File: src/rtl/cordic_pkg.sv
// Shared constants for the polar CORDIC: FSM encoding, arctangent table in degrees,
// gain compensation constant and angle constants.
package cordic_pkg;

  typedef enum logic [2:0] {
    S_IDLE = 3'd0,
    S_LOAD = 3'd1,
    S_ITER = 3'd2,
    S_POST = 3'd3,
    S_DONE = 3'd4
  } state_t;

  localparam int ATAN_FRAC = 22;
  localparam int ATAN_N    = 24;

  // atan(2^-i) in degrees, Q9.22, truncated
  localparam logic [31:0] ATAN_Q22 [ATAN_N] = '{
    32'd188743680, 32'd111421900, 32'd58872272, 32'd29884484,
    32'd15000233,  32'd7507429,   32'd3754630,  32'd1877429,
    32'd938729,    32'd469366,    32'd234683,   32'd117341,
    32'd58670,     32'd29335,     32'd14667,    32'd7333,
    32'd3666,      32'd1833,      32'd916,      32'd458,
    32'd229,       32'd114,       32'd57,       32'd28
  };

  // Gain compensation K = 0.60725 in Q0.16
  localparam int          K_FRAC = 16;
  localparam logic [15:0] K_Q16  = 16'd39797;

  localparam int DEG_180 = 180;
  localparam int DEG_360 = 360;

  function automatic logic [31:0] atan_entry(input int i, input int frac);
    return ATAN_Q22[i] >> (ATAN_FRAC - frac);
  endfunction

endpackage

File: src/rtl/cordic_vec_core.sv
// Single-channel iterative CORDIC vectoring datapath: drives y to zero and
// accumulates the rotated angle in z, one micro-rotation per enabled cycle.
module cordic_vec_core
  import cordic_pkg::*;
#(
  parameter int XY_W     = 13,
  parameter int ANG_W    = 19,
  parameter int ANG_FRAC = 10,
  parameter int N_ITER   = 16,
  parameter int GUARD    = 12
) (
  input  logic                         clock,
  input  logic                         reset,
  input  logic                         load,
  input  logic                         step,
  input  logic signed [XY_W+1:0]       x_in,
  input  logic signed [XY_W+1:0]       y_in,
  output logic signed [XY_W+GUARD+1:0] x_out,
  output logic signed [ANG_W-1:0]      z_out,
  output logic                         last
);

  localparam int PW   = XY_W + 2 + GUARD;
  localparam int IT_W = $clog2(N_ITER);

  logic signed [PW-1:0]    x_q, y_q, x_sh, y_sh;
  logic signed [ANG_W-1:0] z_q, z_step;
  logic [IT_W-1:0]         iter_q;

  assign x_sh   = x_q >>> iter_q;
  assign y_sh   = y_q >>> iter_q;
  assign z_step = ANG_W'(atan_entry(int'(iter_q), ANG_FRAC));

  // Guard fraction bits keep the residual y meaningful after the shifts underflow
  always_ff @(posedge clock or negedge reset) begin
    if (!reset) begin
      x_q    <= '0;
      y_q    <= '0;
      z_q    <= '0;
      iter_q <= '0;
    end else if (load) begin
      x_q    <= {x_in, {GUARD{1'b0}}};
      y_q    <= {y_in, {GUARD{1'b0}}};
      z_q    <= '0;
      iter_q <= '0;
    end else if (step) begin
      if (!y_q[PW-1]) begin
        x_q <= x_q + y_sh;
        y_q <= y_q - x_sh;
        z_q <= z_q + z_step;
      end else begin
        x_q <= x_q - y_sh;
        y_q <= y_q + x_sh;
        z_q <= z_q - z_step;
      end
      iter_q <= iter_q + IT_W'(1);
    end
  end

  assign x_out = x_q;
  assign z_out = z_q;
  assign last  = (iter_q == IT_W'(N_ITER - 1));

endmodule

File: src/rtl/cordic_polar_mc.sv
// Multi-channel cartesian-to-polar converter: one shared CORDIC core is time-multiplexed
// over the enabled channels, lowest index first, with per-channel registered results.
module cordic_polar_mc
  import cordic_pkg::*;
#(
  parameter  int XY_W     = 13,
  parameter  int ANG_FRAC = 10,
  parameter  int N_ITER   = 16,
  parameter  int N_CH     = 4,
  localparam int ANG_W    = 9 + ANG_FRAC
) (
  input  logic                       clock,
  input  logic                       reset,
  input  logic                       start,
  input  logic [N_CH-1:0]            ch_en,
  input  logic [N_CH*XY_W-1:0]       x,
  input  logic [N_CH*XY_W-1:0]       y,
  output logic                       busy,
  output logic                       done,
  output logic [N_CH*ANG_W-1:0]      angle,
  output logic [N_CH*(XY_W+1)-1:0]   mag,
  output state_t                     state_dbg
);

  localparam int CH_W  = (N_CH > 1) ? $clog2(N_CH) : 1;
  localparam int GUARD = 12;
  localparam int PW    = XY_W + 2 + GUARD;
  localparam int MAG_W = XY_W + 1;
  localparam int AW1   = ANG_W + 1;
  localparam int PRW   = PW + K_FRAC + 1;
  localparam int SH    = K_FRAC + GUARD;

  localparam logic signed [AW1-1:0] A180    = AW1'(DEG_180 * (2 ** ANG_FRAC));
  localparam logic signed [AW1-1:0] A360    = AW1'(DEG_360 * (2 ** ANG_FRAC));
  localparam logic signed [PRW-1:0] MAG_MAX = PRW'((2 ** MAG_W) - 1);

  state_t                  state;
  logic [N_CH*XY_W-1:0]    x_lat, y_lat;
  logic [N_CH-1:0]         pend;
  logic [CH_W-1:0]         ch_q, sel_idx;
  logic                    off_q, yz_q;

  logic signed [XY_W-1:0]  xs, ys;
  logic signed [XY_W+1:0]  xe, ye, core_xi, core_yi;
  logic                    x_neg;
  logic signed [PW-1:0]    core_x;
  logic signed [ANG_W-1:0] core_z;
  logic                    core_last;

  logic signed [AW1-1:0]   ang_sum;
  logic [ANG_W-1:0]        angle_w;
  logic signed [PRW-1:0]   prod, mag_full;
  logic [MAG_W-1:0]        mag_w;

  // Lowest-index pending channel and its quadrant pre-map
  always_comb begin
    sel_idx = '0;
    for (int i = N_CH - 1; i >= 0; i--) begin
      if (pend[i]) sel_idx = CH_W'(i);
    end
    xs      = $signed(x_lat[sel_idx*XY_W +: XY_W]);
    ys      = $signed(y_lat[sel_idx*XY_W +: XY_W]);
    xe      = (XY_W+2)'(xs);
    ye      = (XY_W+2)'(ys);
    x_neg   = xs[XY_W-1];
    core_xi = x_neg ? -xe : xe;
    core_yi = x_neg ? -ye : ye;
  end

  cordic_vec_core #(
    .XY_W     (XY_W),
    .ANG_W    (ANG_W),
    .ANG_FRAC (ANG_FRAC),
    .N_ITER   (N_ITER),
    .GUARD    (GUARD)
  ) u_core (
    .clock (clock),
    .reset (reset),
    .load  (state == S_LOAD),
    .step  (state == S_ITER),
    .x_in  (core_xi),
    .y_in  (core_yi),
    .x_out (core_x),
    .z_out (core_z),
    .last  (core_last)
  );

  // A zero y input lands exactly on 0 or +180, bypassing CORDIC residual error
  always_comb begin
    ang_sum = AW1'(core_z);
    if (yz_q) ang_sum = '0;
    if (off_q) ang_sum = ang_sum + A180;
    if (ang_sum <= -A180) ang_sum = ang_sum + A360;
    else if (ang_sum > A180) ang_sum = ang_sum - A360;
    angle_w = ANG_W'(ang_sum);

    prod     = PRW'(core_x) * PRW'($signed({1'b0, K_Q16}));
    mag_full = (prod + (PRW'(1) <<< (SH - 1))) >>> SH;
    if (mag_full < 0) mag_w = '0;
    else if (mag_full > MAG_MAX) mag_w = '1;
    else mag_w = MAG_W'(mag_full);
  end

  always_ff @(posedge clock or negedge reset) begin
    if (!reset) begin
      state <= S_IDLE;
      busy  <= 1'b0;
      done  <= 1'b0;
      x_lat <= '0;
      y_lat <= '0;
      pend  <= '0;
      ch_q  <= '0;
      off_q <= 1'b0;
      yz_q  <= 1'b0;
      angle <= '0;
      mag   <= '0;
    end else begin
      done <= 1'b0;
      case (state)
        S_IDLE: begin
          if (start) begin
            x_lat <= x;
            y_lat <= y;
            pend  <= ch_en;
            busy  <= 1'b1;
            if (|ch_en) begin
              state <= S_LOAD;
            end else begin
              state <= S_DONE;
              done  <= 1'b1;
            end
          end
        end
        S_LOAD: begin
          ch_q          <= sel_idx;
          off_q         <= x_neg;
          yz_q          <= (ys == '0);
          pend[sel_idx] <= 1'b0;
          state         <= S_ITER;
        end
        S_ITER: begin
          if (core_last) state <= S_POST;
        end
        S_POST: begin
          angle[ch_q*ANG_W +: ANG_W] <= angle_w;
          mag[ch_q*MAG_W +: MAG_W]   <= mag_w;
          if (|pend) begin
            state <= S_LOAD;
          end else begin
            state <= S_DONE;
            done  <= 1'b1;
          end
        end
        S_DONE: begin
          busy  <= 1'b0;
          state <= S_IDLE;
        end
        default: state <= S_IDLE;
      endcase
    end
  end

  assign state_dbg = state;

endmodule

File: config.mk
export PLATFORM = sky130hd
export DESIGN_NAME = cordic_polar_mc
export DESIGN_NICKNAME = d
export VERILOG_FILES = /design/src/rtl/cordic_pkg.sv /design/src/rtl/cordic_vec_core.sv /design/src/rtl/cordic_polar_mc.sv
export SDC_FILE = /design/constraint.sdc
export NUM_CORES = 2
export LEC_CHECK = 0
export ABC_CLOCK_PERIOD_IN_PS = 9900
export BUFFER_PORTS_ARGS = -buffer_cell sky130_fd_sc_hd__buf_4
export CORE_AREA = 2 2 255 257
export CTS_BUF_LIST = sky130_fd_sc_hd__clkbuf_4 sky130_fd_sc_hd__clkbuf_8
export DETAILED_ROUTE_END_ITERATION = 12
export DIE_AREA = 0 0 257 259
export PLACE_DENSITY = 0.79
export SLEW_MARGIN = 40
export SYNTH_ARGS = -nofsm -noshare
export SYNTH_HDL_FRONTEND = slang
export SYNTH_HIERARCHICAL = 1
export SYNTH_SLANG_ARGS = --single-unit
File: constraint.sdc
create_clock -name clock -period 9.9 [get_ports clock]
set_input_delay 1.98 -clock clock [delete_from_list [all_inputs] [get_ports clock]]
set_output_delay 1.98 -clock clock [all_outputs]
set_load 0.01 [all_outputs]
==> out/qor.txt <==
status = finished, final reports clean
RSZ-0062 raised after global routing = no
cts-stage hold buffer count = 0
Core Util, Final = 58.53%
WS Path Type = register to register
syn avg cell area = 9.330 um^2
Req. time, crit path = 10,430 ps
GP Congestion = 0.9647
simple-gate share of the synthesized area = 13.61%
CP max FO = 25
Async SR Flop Fraction = 100.0%
wire length per cell = 20.47 um
top cells by area, synth = dfrtp_1 24%, ha_1 11%, fa_1 11%
Nets = 4,364
FF+latch count, synth = 326
initial antenna violation count = 1
Syn Inst Count = 3,589
Resized cells post-CTS = 0
Critical Path AT = 7840 ps
Hold Path Sink = angle[20]
Reg clk slew, reported paths = 70 ps
H-tree depth = 2
CTS buffer count = 55
DRC = 0
slowest stage delay, CP = 710 ps
vias per cell = 6.119
CTS tree = done
predominant post-synthesis flop cell = dfrtp_1
crit-path cells = ha_1 -> fa_1 -> fa_1 -> fa_1 -> fa_1 -> inv_1 -> fa_1 -> inv_1 -> ha_1 -> nand3_1 -> nor4_4 -> a22oi_1 -> a211oi_1 -> nor3_2 -> nor2_4 -> a21oi_1 -> a21o_1 -> o31ai_2
post-route clock period utilization = 73.83%
max-cap violations = 0
Hold WC Path Type = register to register
hold path start = angle[20]
pin count of the biggest net entering global routing = 97
Post-Synth XOR/XNOR Area = 4.630%
Top Ports = 248
cell with the largest stage delay on the worst path = dfrtp_1
number of flops mapped to enable cells by yosys = 0
Compound-Gate Fraction of Synth Area = 16.20%
Overall Global Routing Usage = 28.23%
Max-slew headroom = 44.15%
Ys Warns = 6
final HPWL from detailed placement = 73,640 um
final std cells w/o fill = 4,665
adder-cell share of the synthesized area = 22.48%
fin. max-slew vios = 0
post-synth top area cell = dfrtp_1
area taken by multi-input logic gates = 0.02327 mm^2
r2r setup slk = 2590 ps
post-CTS setup buffers = 0
Post-Route WL = 95,470 um
core area = 0.06388 mm^2
Critical R2R Launch = u_core/x_out[24]
die area = 0.06656 mm^2
Rows = 93
first-pass GRT wire length = 153,000 um
Worst Path Buf+Inv = 2
Initial Util = 52.42%
CP startpoint kind = register
clock buffer depth = 3
clk_lat worst skew = 670 ps
Synth Cell Area = 0.03348 mm^2
hold path cells = 2
DR iter-0 viols = 2,667
Worst-Margin Slew = 814.5 ps
GRT Residual Overflow = 0
FF-to-FF End = mag[25]
Final setup viols = 0
Antenna Nets Post-Route = 0
Critical Path Most Common Cell = fa_1
setup_tns = 0 ps
share of the synthesized area in the top cell type = 24.36%
port bufs = 247
Worst R2R Path Depth = 18
Top Family by Delay on Critical Path = adder cells
skew final = 49.19 ps
final hold vios = 0
mux cell area share after synthesis = 12.45%
share of layout cells above drive strength 1 = 17.67%
Die Wd = 257 um
Critical Path End Type = register
sequential area share after synthesis = 24.36%
die height = 259 um
Clock Tree Root = clkbuf_8
register area = 0.008170 mm^2
largest family of logic cells by synthesized area = adder cells
Max Freq = 0.1368 GHz
clock sink count = 326
Cells after DPL = 4,561
fillers = 5,393
total iterations of the first detailed-routing run = 8
number of global-route vias before repair = 27,950
area grow syn2layout = 11.67%
Yosys cell types = 111
via count = 28,550
fin crit period = 7310 ps
[cells in the mapped netlist (92+ instances only)]
library cell  count
a21oi_1         200
clkbuf_1         92
dfrtp_1         326
fa_1            186
ha_1            304
inv_1           353
mux2_2          135
nand2_1         329
nor2_1          238
o21ai_0         175
xnor2_1         120
[per-stage QoR]
stage               setup slack [ps]  instance area [um^2]  hold WS [ps]
detailed placement              2764                 36050         468.3
global route                    2288                 37390         505.3
finish                          2590                 37390         480.9
CTS                             2685                 37380         482.9
floorplan                       3584                 33490         472.8
global placement                2776                 35930         452.2
[cell type report]
class | instances | share of cell area, %
clock buffers | 85 | 2.928
inverters | 359 | 3.610
diodes | 1 | 0.006692
repair buffers | 280 | 5.896
flip-flops and latches | 326 | 21.85
multi-input cells | 2741 | 62.23
well taps | 855 | 2.861
clock inverters | 18 | 0.6224
[worst min-delay path, stage by stage (launching register included)]
cell and delay [ps]:
dfrtp_1 340, nand2_1 50, o31ai_1 50
[worst max-delay path by stage]
stage	start	end	cells past startpoint
3_3_place_gp	u_core/x_out[24]	mag[25]	20
5_1_grt	u_core/x_out[24]	mag[25]	18
4_1_cts	u_core/x_out[24]	mag[25]	18
3_5_place_dp	u_core/x_out[24]	mag[25]	18
6_report	u_core/x_out[24]	mag[25]	18
2_1_floorplan	u_core/x_out[26]	mag[8]	21
[sequential cells by signal (all words and copies together), names as in the netlist]
| register | count |
|---|---|
| angle | 76 |
| mag | 56 |
| x_lat | 52 |
| y_lat | 52 |
| u_core/x_out | 27 |
| u_core/y_q | 27 |
| u_core/z_out | 19 |
| pend | 4 |
| u_core/iter_q | 4 |
| state_dbg | 3 |
| ch_q | 2 |
| busy | 1 |
| done | 1 |
| off_q | 1 |
| yz_q | 1 |
[per-layer routing]
metal  wire [um]  track usage (%)  part of all wire [%]
met1       39730            37.75                    42
met2       45110            46.29                    47
met4        4058            11.32                   4.3
met5           0                0                     0
met3        6575            4.159                   6.9
[cells in the final DEF (no fill, tap or decap), types with 76 or more instances in the layout]
cell type / synthesis / routed
a21oi_1: 200 / 200
buf_4: 8 / 270
dfrtp_1: 326 / 320
fa_1: 186 / 186
ha_1: 304 / 304
inv_1: 353 / 351
mux2_2: 135 / 135
mux2i_1: 85 / 85
mux4_2: 76 / 76
nand2_1: 329 / 328
nor2_1: 238 / 237
o21ai_0: 175 / 175
o31ai_1: 85 / 85
xnor2_1: 120 / 120
[cells by family (layout without fill, tap and decap cells)]
group / Yosys count / in the layout
AO/OA/AOI/OAI: 824 / 824
XOR/XNOR: 177 / 177
adder cells (fa/ha/maj): 490 / 490
buffers and inverters: 523 / 742
flip-flops: 326 / 326
multiplexers: 303 / 303
other: 1 / 3
AND/OR/NAND/NOR: 945 / 945
Power is left out: the tool's default activity adds up to more than one toggle a clock period on the data nets, which glitch-free logic cannot reach.
